==> config.mk <==
export PLATFORM = sky130hd
export DESIGN_NAME = multicycle_control_unit
export DESIGN_NICKNAME = d
export VERILOG_FILES = /design/src/rtl/mips_ctrl_pkg.sv /design/src/rtl/alu_decoder.sv /design/src/rtl/multicycle_control_unit.sv
export SDC_FILE = /design/constraint.sdc
export NUM_CORES = 1
export LEC_CHECK = 0
export ABC_AREA = 1
export CORE_MARGIN = 10
export CORE_UTILIZATION = 42
export DETAILED_ROUTE_END_ITERATION = 8
export PLACE_DENSITY = 0.81
export SLEW_MARGIN = 25
export SYNTH_ARGS = -nofsm -noshare
export SYNTH_HDL_FRONTEND = slang
export SYNTH_SLANG_ARGS = --single-unit
==> constraint.sdc <==
create_clock -name clk -period 2.41 [get_ports clk]
set_clock_uncertainty 0.1 [all_clocks]
set_input_delay 0.241 -clock clk [delete_from_list [all_inputs] [get_ports clk]]
set_output_delay 0.241 -clock clk [all_outputs]
set_load 0.005 [all_outputs]
==> src/rtl/mips_ctrl_pkg.sv <==
// Shared encodings for the multicycle MIPS controller: state enum, opcode/funct
// constants, ALU control codes and datapath mux selects.
package mips_ctrl_pkg;

   typedef enum logic [3:0] {
      S_FETCH   = 4'd0,
      S_DECODE  = 4'd1,
      S_MEMADR  = 4'd2,
      S_MEMRD   = 4'd3,
      S_MEMWB   = 4'd4,
      S_MEMWR   = 4'd5,
      S_RTYPEEX = 4'd6,
      S_RTYPEWB = 4'd7,
      S_BRANCH  = 4'd8,
      S_IMMEX   = 4'd9,
      S_IMMWB   = 4'd10,
      S_JUMP    = 4'd11
   } state_t;

   // Which rule the ALU decoder applies in the current state
   typedef enum logic [1:0] {
      ALU_CLS_ADD   = 2'd0,
      ALU_CLS_SUB   = 2'd1,
      ALU_CLS_FUNCT = 2'd2,
      ALU_CLS_IMM   = 2'd3
   } alu_cls_t;

   localparam logic [5:0] OP_RTYPE = 6'b000000;
   localparam logic [5:0] OP_LW    = 6'b100011;
   localparam logic [5:0] OP_SW    = 6'b101011;
   localparam logic [5:0] OP_BEQ   = 6'b000100;
   localparam logic [5:0] OP_BNE   = 6'b000101;
   localparam logic [5:0] OP_ADDI  = 6'b001000;
   localparam logic [5:0] OP_ANDI  = 6'b001100;
   localparam logic [5:0] OP_ORI   = 6'b001101;
   localparam logic [5:0] OP_J     = 6'b000010;

   localparam logic [5:0] FN_ADD = 6'b100000;
   localparam logic [5:0] FN_SUB = 6'b100010;
   localparam logic [5:0] FN_AND = 6'b100100;
   localparam logic [5:0] FN_OR  = 6'b100101;
   localparam logic [5:0] FN_SLT = 6'b101010;

   localparam logic [2:0] ALU_ADD = 3'b010;
   localparam logic [2:0] ALU_SUB = 3'b110;
   localparam logic [2:0] ALU_AND = 3'b000;
   localparam logic [2:0] ALU_OR  = 3'b001;
   localparam logic [2:0] ALU_SLT = 3'b111;

   localparam logic [1:0] SRCB_REGB    = 2'b00;
   localparam logic [1:0] SRCB_FOUR    = 2'b01;
   localparam logic [1:0] SRCB_IMM     = 2'b10;
   localparam logic [1:0] SRCB_IMM_SH2 = 2'b11;

   localparam logic [1:0] PC_ALU    = 2'b00;
   localparam logic [1:0] PC_ALUOUT = 2'b01;
   localparam logic [1:0] PC_JUMP   = 2'b10;

   // R-type funct codes the datapath can execute
   function automatic logic funct_legal(input logic [5:0] f);
      return (f == FN_ADD) || (f == FN_SUB) || (f == FN_AND) ||
             (f == FN_OR)  || (f == FN_SLT);
   endfunction

endpackage

==> src/rtl/alu_decoder.sv <==
// ALU control decode: fixed add/sub, R-type funct lookup, or immediate-op lookup.
import mips_ctrl_pkg::*;

module alu_decoder (
   input  alu_cls_t    cls,
   input  logic [5:0]  op_code,
   input  logic [5:0]  funct,
   output logic [2:0]  alu_control
);

   // Select the ALU operation for the requested class
   always_comb begin
      alu_control = ALU_ADD;
      case (cls)
         ALU_CLS_ADD: alu_control = ALU_ADD;
         ALU_CLS_SUB: alu_control = ALU_SUB;
         ALU_CLS_FUNCT: begin
            case (funct)
               FN_SUB:  alu_control = ALU_SUB;
               FN_AND:  alu_control = ALU_AND;
               FN_OR:   alu_control = ALU_OR;
               FN_SLT:  alu_control = ALU_SLT;
               default: alu_control = ALU_ADD;
            endcase
         end
         ALU_CLS_IMM: begin
            case (op_code)
               OP_ANDI: alu_control = ALU_AND;
               OP_ORI:  alu_control = ALU_OR;
               default: alu_control = ALU_ADD;
            endcase
         end
         default: alu_control = ALU_ADD;
      endcase
   end

endmodule

==> src/rtl/multicycle_control_unit.sv <==
// Moore sequencer for the multicycle MIPS datapath. Outputs decode from the
// current state; only ir_write/pc_en/instr_done/illegal_op also look at
// mem_ready, alu_zero or the opcode. Write-type enables are masked while in reset.
import mips_ctrl_pkg::*;

module multicycle_control_unit (
   input  logic       clk,
   input  logic       rst_n,
   input  logic [5:0] op_code,
   input  logic [5:0] funct,
   input  logic       alu_zero,
   input  logic       mem_ready,
   output logic       mem_req,
   output logic       iord,
   output logic       mem_write,
   output logic       ir_write,
   output logic       reg_dst,
   output logic       memto_reg,
   output logic       reg_write,
   output logic       alu_src_a,
   output logic [1:0] alu_src_b,
   output logic [2:0] alu_control,
   output logic       zero_extend,
   output logic [1:0] pc_src,
   output logic       pc_en,
   output logic       instr_done,
   output logic       illegal_op
);

   state_t     state_q, state_d;
   alu_cls_t   alu_cls;
   logic       alu_on;
   logic [2:0] dec_alu;
   logic       imm_zext;

   assign imm_zext = (op_code == OP_ANDI) || (op_code == OP_ORI);

   alu_decoder u_alu_dec (
      .cls         (alu_cls),
      .op_code     (op_code),
      .funct       (funct),
      .alu_control (dec_alu)
   );

   // States that do not use the ALU drive alu_control to 000
   assign alu_control = alu_on ? dec_alu : ALU_AND;

   // State register; reset returns straight to FETCH
   always_ff @(posedge clk or negedge rst_n) begin
      if (!rst_n) state_q <= S_FETCH;
      else        state_q <= state_d;
   end

   // Next-state and output decode
   always_comb begin
      state_d     = state_q;
      mem_req     = 1'b0;
      iord        = 1'b0;
      mem_write   = 1'b0;
      ir_write    = 1'b0;
      reg_dst     = 1'b0;
      memto_reg   = 1'b0;
      reg_write   = 1'b0;
      alu_src_a   = 1'b0;
      alu_src_b   = SRCB_REGB;
      alu_on      = 1'b0;
      alu_cls     = ALU_CLS_ADD;
      zero_extend = 1'b0;
      pc_src      = PC_ALU;
      pc_en       = 1'b0;
      instr_done  = 1'b0;
      illegal_op  = 1'b0;
      case (state_q)
         S_FETCH: begin
            mem_req   = 1'b1;
            alu_src_b = SRCB_FOUR;
            alu_on    = 1'b1;
            ir_write  = mem_ready;
            pc_en     = mem_ready;
            if (mem_ready) state_d = S_DECODE;
         end
         S_DECODE: begin
            // Branch target is computed here while the opcode is decoded
            alu_src_b = SRCB_IMM_SH2;
            alu_on    = 1'b1;
            case (op_code)
               OP_LW, OP_SW:           state_d = S_MEMADR;
               OP_BEQ, OP_BNE:         state_d = S_BRANCH;
               OP_ADDI, OP_ANDI, OP_ORI: state_d = S_IMMEX;
               OP_J:                   state_d = S_JUMP;
               OP_RTYPE: begin
                  if (funct_legal(funct)) state_d = S_RTYPEEX;
                  else begin
                     state_d    = S_FETCH;
                     illegal_op = 1'b1;
                  end
               end
               default: begin
                  state_d    = S_FETCH;
                  illegal_op = 1'b1;
               end
            endcase
         end
         S_MEMADR: begin
            alu_src_a = 1'b1;
            alu_src_b = SRCB_IMM;
            alu_on    = 1'b1;
            state_d   = (op_code == OP_SW) ? S_MEMWR : S_MEMRD;
         end
         S_MEMRD: begin
            mem_req = 1'b1;
            iord    = 1'b1;
            if (mem_ready) state_d = S_MEMWB;
         end
         S_MEMWR: begin
            mem_req    = 1'b1;
            iord       = 1'b1;
            mem_write  = 1'b1;
            instr_done = mem_ready;
            if (mem_ready) state_d = S_FETCH;
         end
         S_MEMWB: begin
            memto_reg  = 1'b1;
            reg_write  = 1'b1;
            instr_done = 1'b1;
            state_d    = S_FETCH;
         end
         S_RTYPEEX: begin
            alu_src_a = 1'b1;
            alu_on    = 1'b1;
            alu_cls   = ALU_CLS_FUNCT;
            state_d   = S_RTYPEWB;
         end
         S_RTYPEWB: begin
            reg_dst    = 1'b1;
            reg_write  = 1'b1;
            instr_done = 1'b1;
            state_d    = S_FETCH;
         end
         S_BRANCH: begin
            alu_src_a  = 1'b1;
            alu_on     = 1'b1;
            alu_cls    = ALU_CLS_SUB;
            pc_src     = PC_ALUOUT;
            pc_en      = (op_code == OP_BNE) ? !alu_zero : alu_zero;
            instr_done = 1'b1;
            state_d    = S_FETCH;
         end
         S_IMMEX: begin
            alu_src_a   = 1'b1;
            alu_src_b   = SRCB_IMM;
            alu_on      = 1'b1;
            alu_cls     = ALU_CLS_IMM;
            zero_extend = imm_zext;
            state_d     = S_IMMWB;
         end
         S_IMMWB: begin
            // ALU op and extension held so the result stays stable for writeback
            alu_on      = 1'b1;
            alu_cls     = ALU_CLS_IMM;
            zero_extend = imm_zext;
            reg_write   = 1'b1;
            instr_done  = 1'b1;
            state_d     = S_FETCH;
         end
         S_JUMP: begin
            pc_src     = PC_JUMP;
            pc_en      = 1'b1;
            instr_done = 1'b1;
            state_d    = S_FETCH;
         end
         default: state_d = S_FETCH;
      endcase
      // No architectural side effects may escape while reset is held
      if (!rst_n) begin
         ir_write   = 1'b0;
         pc_en      = 1'b0;
         mem_write  = 1'b0;
         reg_write  = 1'b0;
         instr_done = 1'b0;
         illegal_op = 1'b0;
      end
   end

endmodule

==> qor.txt <==
FF-to-FF End -> state_q[2]
first-pass GRT wire length -> 3880 um
Final Hold Vio Count -> 0
GRT busiest layer -> met2
Longest Clk Path Bufs -> 2
layout cells sized above 1 -> 0.0852
clock slew at reported path FFs -> 0.04 ns
leading registers by flop count -> state_q: 4 flops
Resized cells post-CTS -> 0
worst hold margin -> 0.143 ns
Lkg Pwr -> 0.000546 uW
Congestion Overflow GR -> 0
Worst setup SP type -> flop
Final nets -> 194
# rows -> 14
Avg Cell Area, Syn -> 4.86 um2
FF+latch count, synth -> 4
DRT Pass-1 Iters -> 4
Arrival @ worst endpoint -> 1.96 ns
fin area -> 0.00108 mm2
CTS H-tree lvls -> 1
CTS tree -> built
vias per std cell -> 5.01
cts bufs inserted -> 3
relative slew slack -> 0.803
final WL -> 2300 um
period utilization -> 0.954
antenna cells -> 0
dpl cell area -> 0.00104 mm2
vias after detailed routing -> 961
warnings from Yosys -> 0
VDD IR-drop max -> 0.621 mV
number of flip-flops under the largest register name -> 4
Final GP Congestion -> 0.823
Reg with most FFs -> state_q
DP Wirelength -> 2020 um
Synth area leader -> nand2_1
clk_lat worst skew -> 0.25 ns
Max Clock Freq -> 0.435 GHz
Post-Syn Instances -> 140
Slew Limit Fails -> 0
ranking of synthesized cells by area -> nand2_1 (23%), nor2_1 (17%), dfrtp_1 (15%)
CP Max Fanout -> 7
Cell Area, Synth -> 681 um2
IO buf count -> 34
post-synthesis sequential area ratio -> 0.147
Multi-input gate area -> 497 um2
crit end category -> primary output
largest net degree at the start of global routing -> 10
DR WL/cell -> 12.0 um
Cell Pwr Density -> 777 mW/mm2
GRT Util Overall -> 0.135
# hold bufs at CTS -> 0
WS Path Type -> reg -> out
Crit path required time -> 2.07 ns
initial antenna violation count -> 0
Cell variety after synth -> 16
Clock Tree Root -> clkbuf_4
post-CTS setup buffers -> 0
GRT met3 Usage -> 0.0487
status -> completed
drc violations -> 0
R2R depth -> 9
Setup TNS -> 0 ns
Reg area -> 100 um2
max capacitance violation total -> 0
GR Layer Usage met1 -> 0.152
Die X -> 60.3 um
drt initial violations -> 18
HP Class -> in -> async
R2R setup slack -> 0.99 ns
Starting Density -> 0.447
die area -> 0.00363 mm2
total clock sinks -> 4
CORE AREA -> 0.00152 mm2
Mapped Nets -> 156
Yosys top cell area share -> 0.232
number of global-route vias before repair -> 934
remaining antenna violation count -> 0
Setup-failing EPs final -> 0
Area Overhead vs Synth -> 58.3%
utilization after layout -> 0.707
fill cell count -> 151
met2 GRT Util -> 0.225
Reg-to-Reg Start -> state_q[0]
Worst Tran Pin Value -> 0.295 ns
Final min period -> 2.30 ns
I/O Pins -> 35
Die Span Y -> 60.3 um
==> synth_stat cells (all sizes together) <==
cell type / instances
o32ai: 1
nand3: 19
dfrtp: 4
nand2: 42
inv: 26
nor2: 32
buf: 1
o21ai: 5
a31oi: 1
o211ai: 2
nor4: 1
a21oi: 3
nand4: 3
==> power breakdown <==
group,internal [uW],leakage [uW],switching (uW)
combinational,301,0.000480,315
sequential,90.6,0.0000530,42.2
clock,55.9,0.0000138,31.7
total,448,0.000546,389
==> kinds of logic after synthesis <==
logic type	count (synthesis)	synth area share
AND/OR/NAND/NOR	97	0.599
flip-flops	4	0.147
AO/OA/AOI/OAI	12	0.103
buffers and inverters	27	0.151
==> layer usage <==
layer  vias up  share of wire
li1        518              -
met3         4          0.079
met4         0          0.020
met1       412           0.43
met2        27           0.47
met5         -              0
==> worst max path at each step <==
stage	slack, ns	cells past startpoint	endpoint	startpoint
after floorplan	0.98	5	alu_control[0]	state_q[2]
after global placement	0.12	8	illegal_op	op_code[0]
after detailed placement	0.11	8	illegal_op	op_code[0]
after CTS	0.02	8	alu_control[1]	state_q[2]
after global routing	-0.01	7	alu_control[1]	state_q[1]
final	0.11	6	alu_control[2]	state_q[0]
==> critical path, stage by stage (launching register included) <==
cell and delay, ns:
dfrtp_1 0.45, inv_1 0.10, nand2_1 0.13, nor2_2 0.22, inv_1 0.10, o32ai_1 0.15, clkdlybuf4s50_1 0.56
==> placed cells by master (no fill, tap or decap), types with 2 or more instances in the layout <==
cell type        instances
nor2_1                  25
clkbuf_4                 3
inv_1                   24
nor2_2                   7
dfrtp_1                  4
o211ai_1                 2
clkdlybuf4s50_1         34
nand4_1                  3
a21oi_1                  2
o21ai_0                  5
inv_2                    2
nand2_1                 41
nand3_1                 18
==> area by class of cell <==
cell class | instances | share of cell area
Clock buffer | 3 | 0.0209
Inverter | 26 | 0.0906
Multi-Input combinational cell | 109 | 0.461
Sequential cell | 4 | 0.0929
Tap cell | 16 | 0.0186
Timing Repair Buffer | 34 | 0.316
==> metrics by stage <==
stage / total power, uW / cells / worst slack, ns
3_5_place_dp: 738 / 189 / 0.108
6_report: 837 / 192 / 0.112
2_1_floorplan: 445 / 140 / 0.983
4_1_cts: 829 / 192 / 0.0235
3_3_place_gp: 731 / 189 / 0.115
5_1_grt: 934 / 192 / -0.0110
Power figures use the tool's default switching activity.
